### config.mk
export PLATFORM = sky130hd
export DESIGN_NAME = baby_mem_sequencer
export DESIGN_NICKNAME = d
export VERILOG_FILES = /design/src/rtl/baby_mem_sequencer.sv
export SDC_FILE = /design/constraint.sdc
export NUM_CORES = 1
export LEC_CHECK = 0
export BUFFER_PORTS_ARGS = -buffer_cell sky130_fd_sc_hd__buf_2
export CAP_MARGIN = 20
export CORE_MARGIN = 2
export CORE_UTILIZATION = 41
export DETAILED_ROUTE_END_ITERATION = 10
export HOLD_SLACK_MARGIN = 0.1
export PLACE_DENSITY_LB_ADDON = 0.25
export SLEW_MARGIN = 20
export SYNTH_ARGS = -nofsm -noshare
export SYNTH_HDL_FRONTEND = slang
export SYNTH_SLANG_ARGS = --single-unit
### constraint.sdc
create_clock -name clk -period 3.4 [get_ports clk]
set_clock_uncertainty 0.2 [all_clocks]
set_input_delay 0.68 -clock clk [delete_from_list [all_inputs] [get_ports clk]]
set_output_delay 0.68 -clock clk [all_outputs]
set_load 0.01 [all_outputs]
### src/rtl/baby_mem_sequencer.sv
// Store-RAM sequencer for the Manchester Baby: host LOAD over a byte port,
// RUN hands the 32x32 RAM to the core, DUMP streams it back to the host.
module baby_mem_sequencer #(
  parameter int unsigned ADDR_W = 5,
  parameter int unsigned DATA_W = 32,
  parameter int unsigned WDOG_W = 24
) (
  input  logic              clk,
  input  logic              rst_n,
  input  logic [1:0]        cmd_i,
  input  logic              cmd_valid_i,
  input  logic [7:0]        hbyte_i,
  input  logic              hbyte_valid_i,
  output logic [7:0]        hbyte_o,
  output logic              hbyte_valid_o,
  input  logic              hbyte_ack_i,
  input  logic [ADDR_W-1:0] baby_addr_i,
  input  logic [DATA_W-1:0] baby_data_i,
  input  logic              baby_we_i,
  input  logic              baby_stop_i,
  output logic [DATA_W-1:0] baby_data_o,
  output logic              baby_run_o,
  output logic [ADDR_W-1:0] mem_addr_o,
  output logic [DATA_W-1:0] mem_wdata_o,
  output logic              mem_we_o,
  input  logic [DATA_W-1:0] mem_rdata_i,
  output logic [1:0]        state_o,
  output logic              timeout_o
);

  typedef enum logic [1:0] {
    S_IDLE = 2'b00,
    S_LOAD = 2'b01,
    S_RUN  = 2'b10,
    S_DUMP = 2'b11
  } state_t;

  state_t              state_q, state_d;
  logic [ADDR_W-1:0]   word_cnt;
  logic [1:0]          byte_cnt;
  logic [DATA_W-9:0]   ld_asm;
  logic [DATA_W-1:0]   dump_word;
  logic                dump_cap;
  logic [WDOG_W-1:0]   wdog;
  logic [WDOG_W-1:0]   wdog_inc;
  logic                abort, cmd_start, byte_last, word_last;
  logic                ld_fire, dump_adv, wdog_fire;

  assign abort     = cmd_valid_i && (cmd_i == 2'b00);
  assign cmd_start = (state_q == S_IDLE) && cmd_valid_i && (cmd_i != 2'b00);
  assign byte_last = (byte_cnt == 2'd3);
  assign word_last = &word_cnt;
  assign ld_fire   = (state_q == S_LOAD) && hbyte_valid_i && byte_last && !abort;
  assign dump_adv  = (state_q == S_DUMP) && hbyte_valid_o && hbyte_ack_i;
  assign wdog_inc  = wdog + WDOG_W'(1);
  // Fire on the cycle the count reaches all ones, so RUN lasts 2**WDOG_W-1 cycles.
  assign wdog_fire = &wdog_inc;

  assign state_o     = state_q;
  assign baby_data_o = mem_rdata_i;
  assign hbyte_o     = dump_word[{byte_cnt, 3'b000} +: 8];

  always_comb begin
    state_d     = state_q;
    baby_run_o  = 1'b0;
    mem_addr_o  = word_cnt;
    mem_wdata_o = '0;
    mem_we_o    = 1'b0;
    case (state_q)
      S_IDLE: begin
        if (cmd_valid_i) begin
          case (cmd_i)
            2'b01:   state_d = S_LOAD;
            2'b10:   state_d = S_RUN;
            2'b11:   state_d = S_DUMP;
            default: state_d = S_IDLE;
          endcase
        end
      end
      S_LOAD: begin
        mem_we_o    = ld_fire;
        mem_wdata_o = {hbyte_i, ld_asm};
        if (ld_fire && word_last) state_d = S_IDLE;
      end
      S_RUN: begin
        baby_run_o  = 1'b1;
        mem_addr_o  = baby_addr_i;
        mem_wdata_o = baby_data_i;
        mem_we_o    = baby_we_i;
        if (baby_stop_i || wdog_fire) state_d = S_IDLE;
      end
      S_DUMP: begin
        // Issue the next read in the ack cycle itself to save a cycle per word.
        if (dump_adv && byte_last) begin
          mem_addr_o = word_cnt + ADDR_W'(1);
          if (word_last) state_d = S_IDLE;
        end
      end
      default: state_d = S_IDLE;
    endcase
    if (abort) state_d = S_IDLE;
  end

  always_ff @(posedge clk or negedge rst_n) begin
    if (!rst_n) state_q <= S_IDLE;
    else        state_q <= state_d;
  end

  always_ff @(posedge clk or negedge rst_n) begin
    if (!rst_n) begin
      word_cnt      <= '0;
      byte_cnt      <= '0;
      ld_asm        <= '0;
      dump_word     <= '0;
      dump_cap      <= 1'b0;
      hbyte_valid_o <= 1'b0;
      wdog          <= '0;
      timeout_o     <= 1'b0;
    end else begin
      case (state_q)
        S_IDLE: begin
          if (cmd_start) begin
            word_cnt      <= '0;
            byte_cnt      <= '0;
            wdog          <= '0;
            dump_cap      <= 1'b0;
            hbyte_valid_o <= 1'b0;
            if (cmd_i == 2'b10) timeout_o <= 1'b0;
          end
        end
        S_LOAD: begin
          if (hbyte_valid_i && !abort) begin
            byte_cnt <= byte_cnt + 2'd1;
            case (byte_cnt)
              2'd0:    ld_asm[7:0]   <= hbyte_i;
              2'd1:    ld_asm[15:8]  <= hbyte_i;
              2'd2:    ld_asm[23:16] <= hbyte_i;
              default: ;
            endcase
            if (byte_last) word_cnt <= word_cnt + ADDR_W'(1);
          end
        end
        S_RUN: begin
          wdog <= wdog_inc;
          if (baby_stop_i)    timeout_o <= 1'b0;
          else if (wdog_fire) timeout_o <= 1'b1;
        end
        S_DUMP: begin
          if (dump_cap) begin
            dump_word     <= mem_rdata_i;
            hbyte_valid_o <= 1'b1;
            dump_cap      <= 1'b0;
          end else if (!hbyte_valid_o) begin
            dump_cap <= 1'b1;
          end else if (hbyte_ack_i) begin
            byte_cnt <= byte_cnt + 2'd1;
            if (byte_last) begin
              hbyte_valid_o <= 1'b0;
              if (!word_last) begin
                word_cnt <= word_cnt + ADDR_W'(1);
                dump_cap <= 1'b1;
              end
            end
          end
        end
        default: ;
      endcase
      if (abort) begin
        hbyte_valid_o <= 1'b0;
        dump_cap      <= 1'b0;
      end
    end
  end

endmodule

==> results of run 1 <==
## worst paths after layout
kind                       slack [ps]            end
hold / removal                    200  hbyte_valid_o
setup / recovery                  260  mem_addr_o[4]
max in group asynchronous        2050  dump_word[25]
min in group clk                  290       wdog[22]
setup reg to reg                  590     state_o[0]
hold reg to reg                   290       wdog[22]
## state kept, by name, summed over array words and instances, names as in the netlist
| register | count |
|---|---|
| ld_asm | 24 |
| timeout_o | 1 |
| byte_cnt | 2 |
| dump_cap | 1 |
| state_o | 2 |
| word_cnt | 5 |
| wdog | 24 |
| hbyte_valid_o | 1 |
| dump_word | 32 |
## report_power, final
group / switching (uW) / internal [uW]
Clock: 422 / 592
Sequential: 239 / 1470
Combinational: 952 / 943
## cells by family after synthesis
family	synth area share, %
buffers and inverters	7.95
and+or+nand+nor	14.8
DFF	41.4
adders and majority gates	2.93
AOI/OAI and AO/OA	17.2
xor gates and xnor gates	0.631
muxes	15.0
## final cells by class
type | instances | area, sq um | area share (%)
multi-input combinational | 379 | 2810 | 42.6
sequential | 92 | 2300 | 34.9
timing repair buffer | 177 | 923 | 14.0
clock buffer | 11 | 243 | 3.68
tap | 176 | 220 | 3.34
clock inverter | 5 | 60.1 | 0.910
inverter | 11 | 41.3 | 0.625
## metrics by stage
stage,utilization (%),setup slack [ps],power (uW),std cells
floorplan,-,593,3020,551
global placement,47.6,556,3570,835
detailed placement,47.6,523,3640,835
CTS,49.9,247,4680,851
global route,49.9,94.0,4940,851
finish,49.9,258,4620,851
## layout by cell type, fill, tap and decap left out, types with 2 or more instances in the layout
master     synthesis  layout
a21oi_1           17      17
a221o_1            3       3
a222oi_1           2       2
a22oi_1           34      34
a31o_1             2       2
a31oi_1           12      12
and2_1             2       2
and3_1             7       7
and4_1             2       2
buf_2              2     167
buf_4             33       9
clkbuf_16          0       9
dfrtp_1           92      92
ha_1              13      13
inv_1             11      11
mux2_2            57      57
mux4_2             8       8
nand2_1           37      37
nand2b_1           2       2
nand3_1           11      11
nand3b_1           2       2
nand4_1           13      13
nor2_1            20      20
nor2b_1           36      36
nor3_1             3       3
nor4_1             4       4
o21ai_0           49      49
o311ai_0           2       2
o31ai_1            6       6
o41ai_1            4       4
or2_2              2       2
or3_1              3       3
xor2_1             3       3
## worst max-delay path, cell delays in order (launching register included)
cell	delay (ps)
dfrtp_1	490
ha_1	480
and4_1	330
a21oi_1	110
a222oi_1	280
inv_1	80
buf_2	140
## per-layer routing
metal,wire [um],part of all wire (%)
met5,0,0
met4,224,1.7
met3,772,5.7
met2,6380,47
met1,6100,45
==> run_results.csv, run 1 <==
group,metric,value,unit
power_and_ir_drop,leakage,0.00302,uW
floorplan,row_count,42,
route,drt_wl_total,13500,um
synthesis,synth_ff_type,"dfrtp_1",
timing,relSlewSlack,47.1,%
route,ant_nets,0,
final_layout,fin_area,6600,sq um
clock_network,cts_buffers,9,
setup_path,critical_path.startpoint_type,"flop",
route,drtPass1Iterations,5,
synthesis,yosys-top-cells-area,"dfrtp_1, mux2_2, a22oi_1",
clock_network,cts-resized-gates,0,
synthesis,async_flop_share,100,%
synthesis,yosysTopAreaCell,"dfrtp_1",
placed_design,gp_congestion,0.863,
route,drc,0,
timing,grt_setup_unrepaired,"no",
global_route,grt_max_degree,60,
synthesis,syn-cell-area,5560,sq um
global_route,grt_usage,18.6,%
final_layout,area_delta_synth_final,18.8,%
final_layout,diodes,0,
global_route,top_usage_layer,"met2",
setup_path,reg2reg_from,"wdog[0]",
global_route,met1_usage,24.6,%
global_route,use_met3,3.21,%
synthesis,yosys_warnings,0,
setup_path,crit_fanout,12,
floorplan,core-area,13200,sq um
setup_path,cp-end-kind,"output port",
route,vias,4722,
route,routedWlPerCell,15.8,um
timing,fin_crit_sh,92.4,%
synthesis,seq_area_frac_synth,41.4,%
synthesis,ys_ff_latch,92,
timing,max_slew.worst_pin.slew,787,ps
synthesis,synth_commonest_cells,"dfrtp_1, mux2_2, o21ai_0",
floorplan,fp.dieH,120,um
timing,holdWs,203,ps
global_route,grt_overflow_total,0,
route,via_per_inst,5.55,
final_layout,drive_gt1_share,39.4,%
clock_network,clkSlewWorstSetupHoldPaths,60,ps
setup_path,setup.worst_path.class,"flop to output port",
clock_network,htreeDepth,3,
timing,fin_crit,3140,ps
final_layout,n_fill_cell,1236,
synthesis,synth.most_common_cell,"dfrtp_1",
floorplan,chipWidth,120,um
synthesis,synth.distinct_cells,58,
synthesis,syn_area_per_cell,10.1,sq um
clock_network,clk-insertion-delay-late,350,ps
global_route,grt_pass1_wl,21500,um
clock_network,cts_setup_buffers,0,
global_route,grt_pass1_vias,4432,
setup_path,ff2ff_path_depth,7,
timing,fmaxAchievable,318,MHz
clock_network,cts_num_sinks,92,
placed_design,dp_hpwl,9870,um
global_route,antenna_found_initial,0,
power_and_ir_drop,peakVddDrop,0.331,mV
setup_path,worstPathRequired,2520,ps
power_and_ir_drop,p_per_area,699,nW/um^2
setup_path,startpoint,"state_o[0]",
clock_network,cts_tree,"built",
floorplan,die-area,14500,sq um
timing,setup_violations,0,
synthesis,synth_top_area_share,41.4,%
global_route,use_met2,30.4,%
min_path,hold_class,"input port to asynchronous set/reset pin",
setup_path,crit_arrival,2260,ps
clock_network,cts_buffer_depth,2,
timing,drv_slew,0,
run_status,outcome,"finished clean",
timing,tns,0,ps
clock_network,root_buffer,"clkbuf_16",
placed_design,place_area,6300,sq um
final_layout,fin_nets,769,
route,drtIter0Drc,332,
floorplan,start_util,42.0,%
clock_network,cts_hold_buf,0,
synthesis,synth-edff-count,0,
timing,finalHoldViolations,0,
placed_design,place.port_buffers,168,
run,max_cap_viol_count,0,
floorplan,num_io_pins,169,
synthesis,syn_inst,551,
synthesis,syn_nets,650,
No activity file was read; power rests on OpenSTA's default activity.
==> inputs of run 2 (changes only) <==
- clock period: 3.4 -> 2.75 ns (I/O delays scaled with it)
==> run_results.csv, run 2 (synthesis gave the netlist of run 1 again) <==
group,metric,value,unit
run_status,outcome,"finished clean",
power_and_ir_drop,p_per_area,841,nW/um^2
global_route,grt_overflow_total,0,
final_layout,drive_gt1_share,41.8,%
global_route,antenna_found_initial,0,
setup_path,cpMaxStageDelayCell,"dfrtp_1",
final_layout,reg.largest.list,"dump_word x32, ld_asm x24, wdog x24",
timing,fmaxAchievable,374,MHz
timing,finalHoldViolations,0,
route,drc,0,
clock_network,clk-insertion-delay-late,340,ps
final_layout,final_cell_mix,"buf_2, dfrtp_1, mux2_2",
power_and_ir_drop,leakage,0.00307,uW
placed_design,placed_cells,847,
setup_path,crit_arrival,1920,ps
floorplan,start_util,42.0,%
placed_design,place.port_buffers,168,
route,drtIter0Drc,289,
placed_design,gp_congestion,0.887,
timing,relSlewSlack,51.4,%
min_path,hold_class,"input port to flop",
clock_network,cts_buffers,9,
route,drt_wl_total,13800,um
route,via_per_inst,5.46,
clock_network,clkSlewWorstSetupHoldPaths,70,ps
setup_path,max_stage_delay,460,ps
setup_path,critical_path.startpoint_type,"flop",
floorplan,num_io_pins,169,
final_layout,area_delta_synth_final,21.6,%
setup_path,cp-end-kind,"output port",
timing,max_slew.worst_pin.slew,720,ps
timing,fin_crit_sh,97.2,%
global_route,grt_usage,18.7,%
global_route,grt_pass1_vias,4415,
final_layout,fin_nets,785,
route,vias,4737,
final_layout,fin_cells,867,
run,max_cap_viol_count,0,
floorplan,chipWidth,120,um
global_route,grt_max_degree,77,
route,routedWlPerCell,15.9,um
final_layout,diodes,0,
timing,fin_crit,2670,ps
timing,setup_violations,0,
clock_network,cts_buffer_depth,2,
final_layout,final_common_cell,"buf_2",
power_and_ir_drop,peakVddDrop,0.498,mV
final_layout,largest_reg_flops,32,
final_layout,n_fill_cell,1262,
setup_path,setup.worst_path.class,"flop to output port",
floorplan,row_count,42,
floorplan,fp.dieH,120,um
final_layout,regMostFlops,"dump_word",
clock_network,cts_num_sinks,92,
timing,drv_slew,0,
clock_network,cts_tree,"built",
placed_design,dp_hpwl,10100,um
placed_design,place_area,6400,sq um
clock_network,root_buffer,"clkbuf_16",
clock_network,htreeDepth,3,
setup_path,worstPathRequired,2000,ps
timing,holdWs,244,ps
route,drtPass1Iterations,5,
floorplan,core-area,13200,sq um
final_layout,final_util,51.0,%
final_layout,fin_area,6760,sq um
global_route,grt_pass1_wl,21900,um
setup_path,crit_fanout,6,
setup_path,cp_cell_sequence,"ha_2, and4_1, a21oi_2, a221o_1, buf_2",
route,ant_nets,0,
floorplan,die-area,14500,sq um
run 2: cell types whose count changed in the layout (fill, tap and decap cells not counted), sizes merged:
cell | before | now
buf | 177 | 192
bufinv | 1 | 0
clkinv | 2 | 1
clkinvlp | 1 | 3
dlygate4sd3 | 0 | 1
run 2: worst max-delay path, delay by kind of cell (launching register included):
| kind | cells | cell delay (ps) |
|---|---|---|
| flip-flops | 1 | 460 |
| AND/OR/NAND/NOR | 1 | 290 |
| AO/OA/AOI/OAI | 2 | 400 |
| adder cells (fa/ha/maj) | 1 | 290 |
| buffers and inverters | 1 | 140 |
run 2: what timing repair did:
item	4_1_cts	5_1_grt
setup endpoints to repair	4	8
hold endpoints to repair	16	0
pin swaps	0	2
resized for setup	3	9
setup buffers	0	3
hold buffers	1	0
run 2: path summary, 6_finish.rpt:
path	slack, ps	cells after the start	endpoint	startpoint
max	80	5	mem_addr_o[2]	state_o[1]
min	240	2	dump_word[21]	mem_rdata_i[21]
max reg2reg	170	6	timeout_o	wdog[9]
min reg2reg	280	1	wdog[22]	wdog[22]
max in group asynchronous	1240	3	ld_asm[19]	rst_n
min in group asynchronous	430	2	dump_cap	rst_n
run 2: through the flow:
step / setup TNS (ps) / total power, uW / setup WS [ps]
after floorplan: 0 / 3740 / 73.2
after global placement: 0 / 4450 / 154
after detailed placement: 0 / 4520 / 62.9
after CTS: 0 / 5700 / 14.9
after global routing: -15.9 / 6100 / -15.2
final: 0 / 5690 / 77.7
run 2: layer usage:
| metal | part of all wire [%] | vias up | global-route usage (%) |
|---|---|---|---|
| met4 | 1.1 | 0 | 7.99 |
| met1 | 46 | 2288 | 25.1 |
| met5 | 0 | - | 0 |
| met3 | 5.4 | 10 | 2.74 |
| li1 | - | 2273 | - |
| met2 | 48 | 166 | 30.3 |
run 2: power by group:
group          switching (uW)  leakage [uW]  internal [uW]
sequential                312       0.00117           1820
clock                     528      0.000122            615
combinational            1190       0.00178           1220
total                    2030       0.00307           3650
run 2: final cells by class:
| cell class | count | area, sq um | share of cell area, % |
|---|---|---|---|
| Sequential cell | 92 | 2310 | 34.1 |
| Multi-Input combinational cell | 379 | 2860 | 42.3 |
| Inverter | 11 | 41.3 | 0.611 |
| Clock inverter | 5 | 36.3 | 0.537 |
| Clock buffer | 11 | 233 | 3.44 |
| Timing Repair Buffer | 193 | 1060 | 15.7 |
| Tap cell | 176 | 220 | 3.26 |
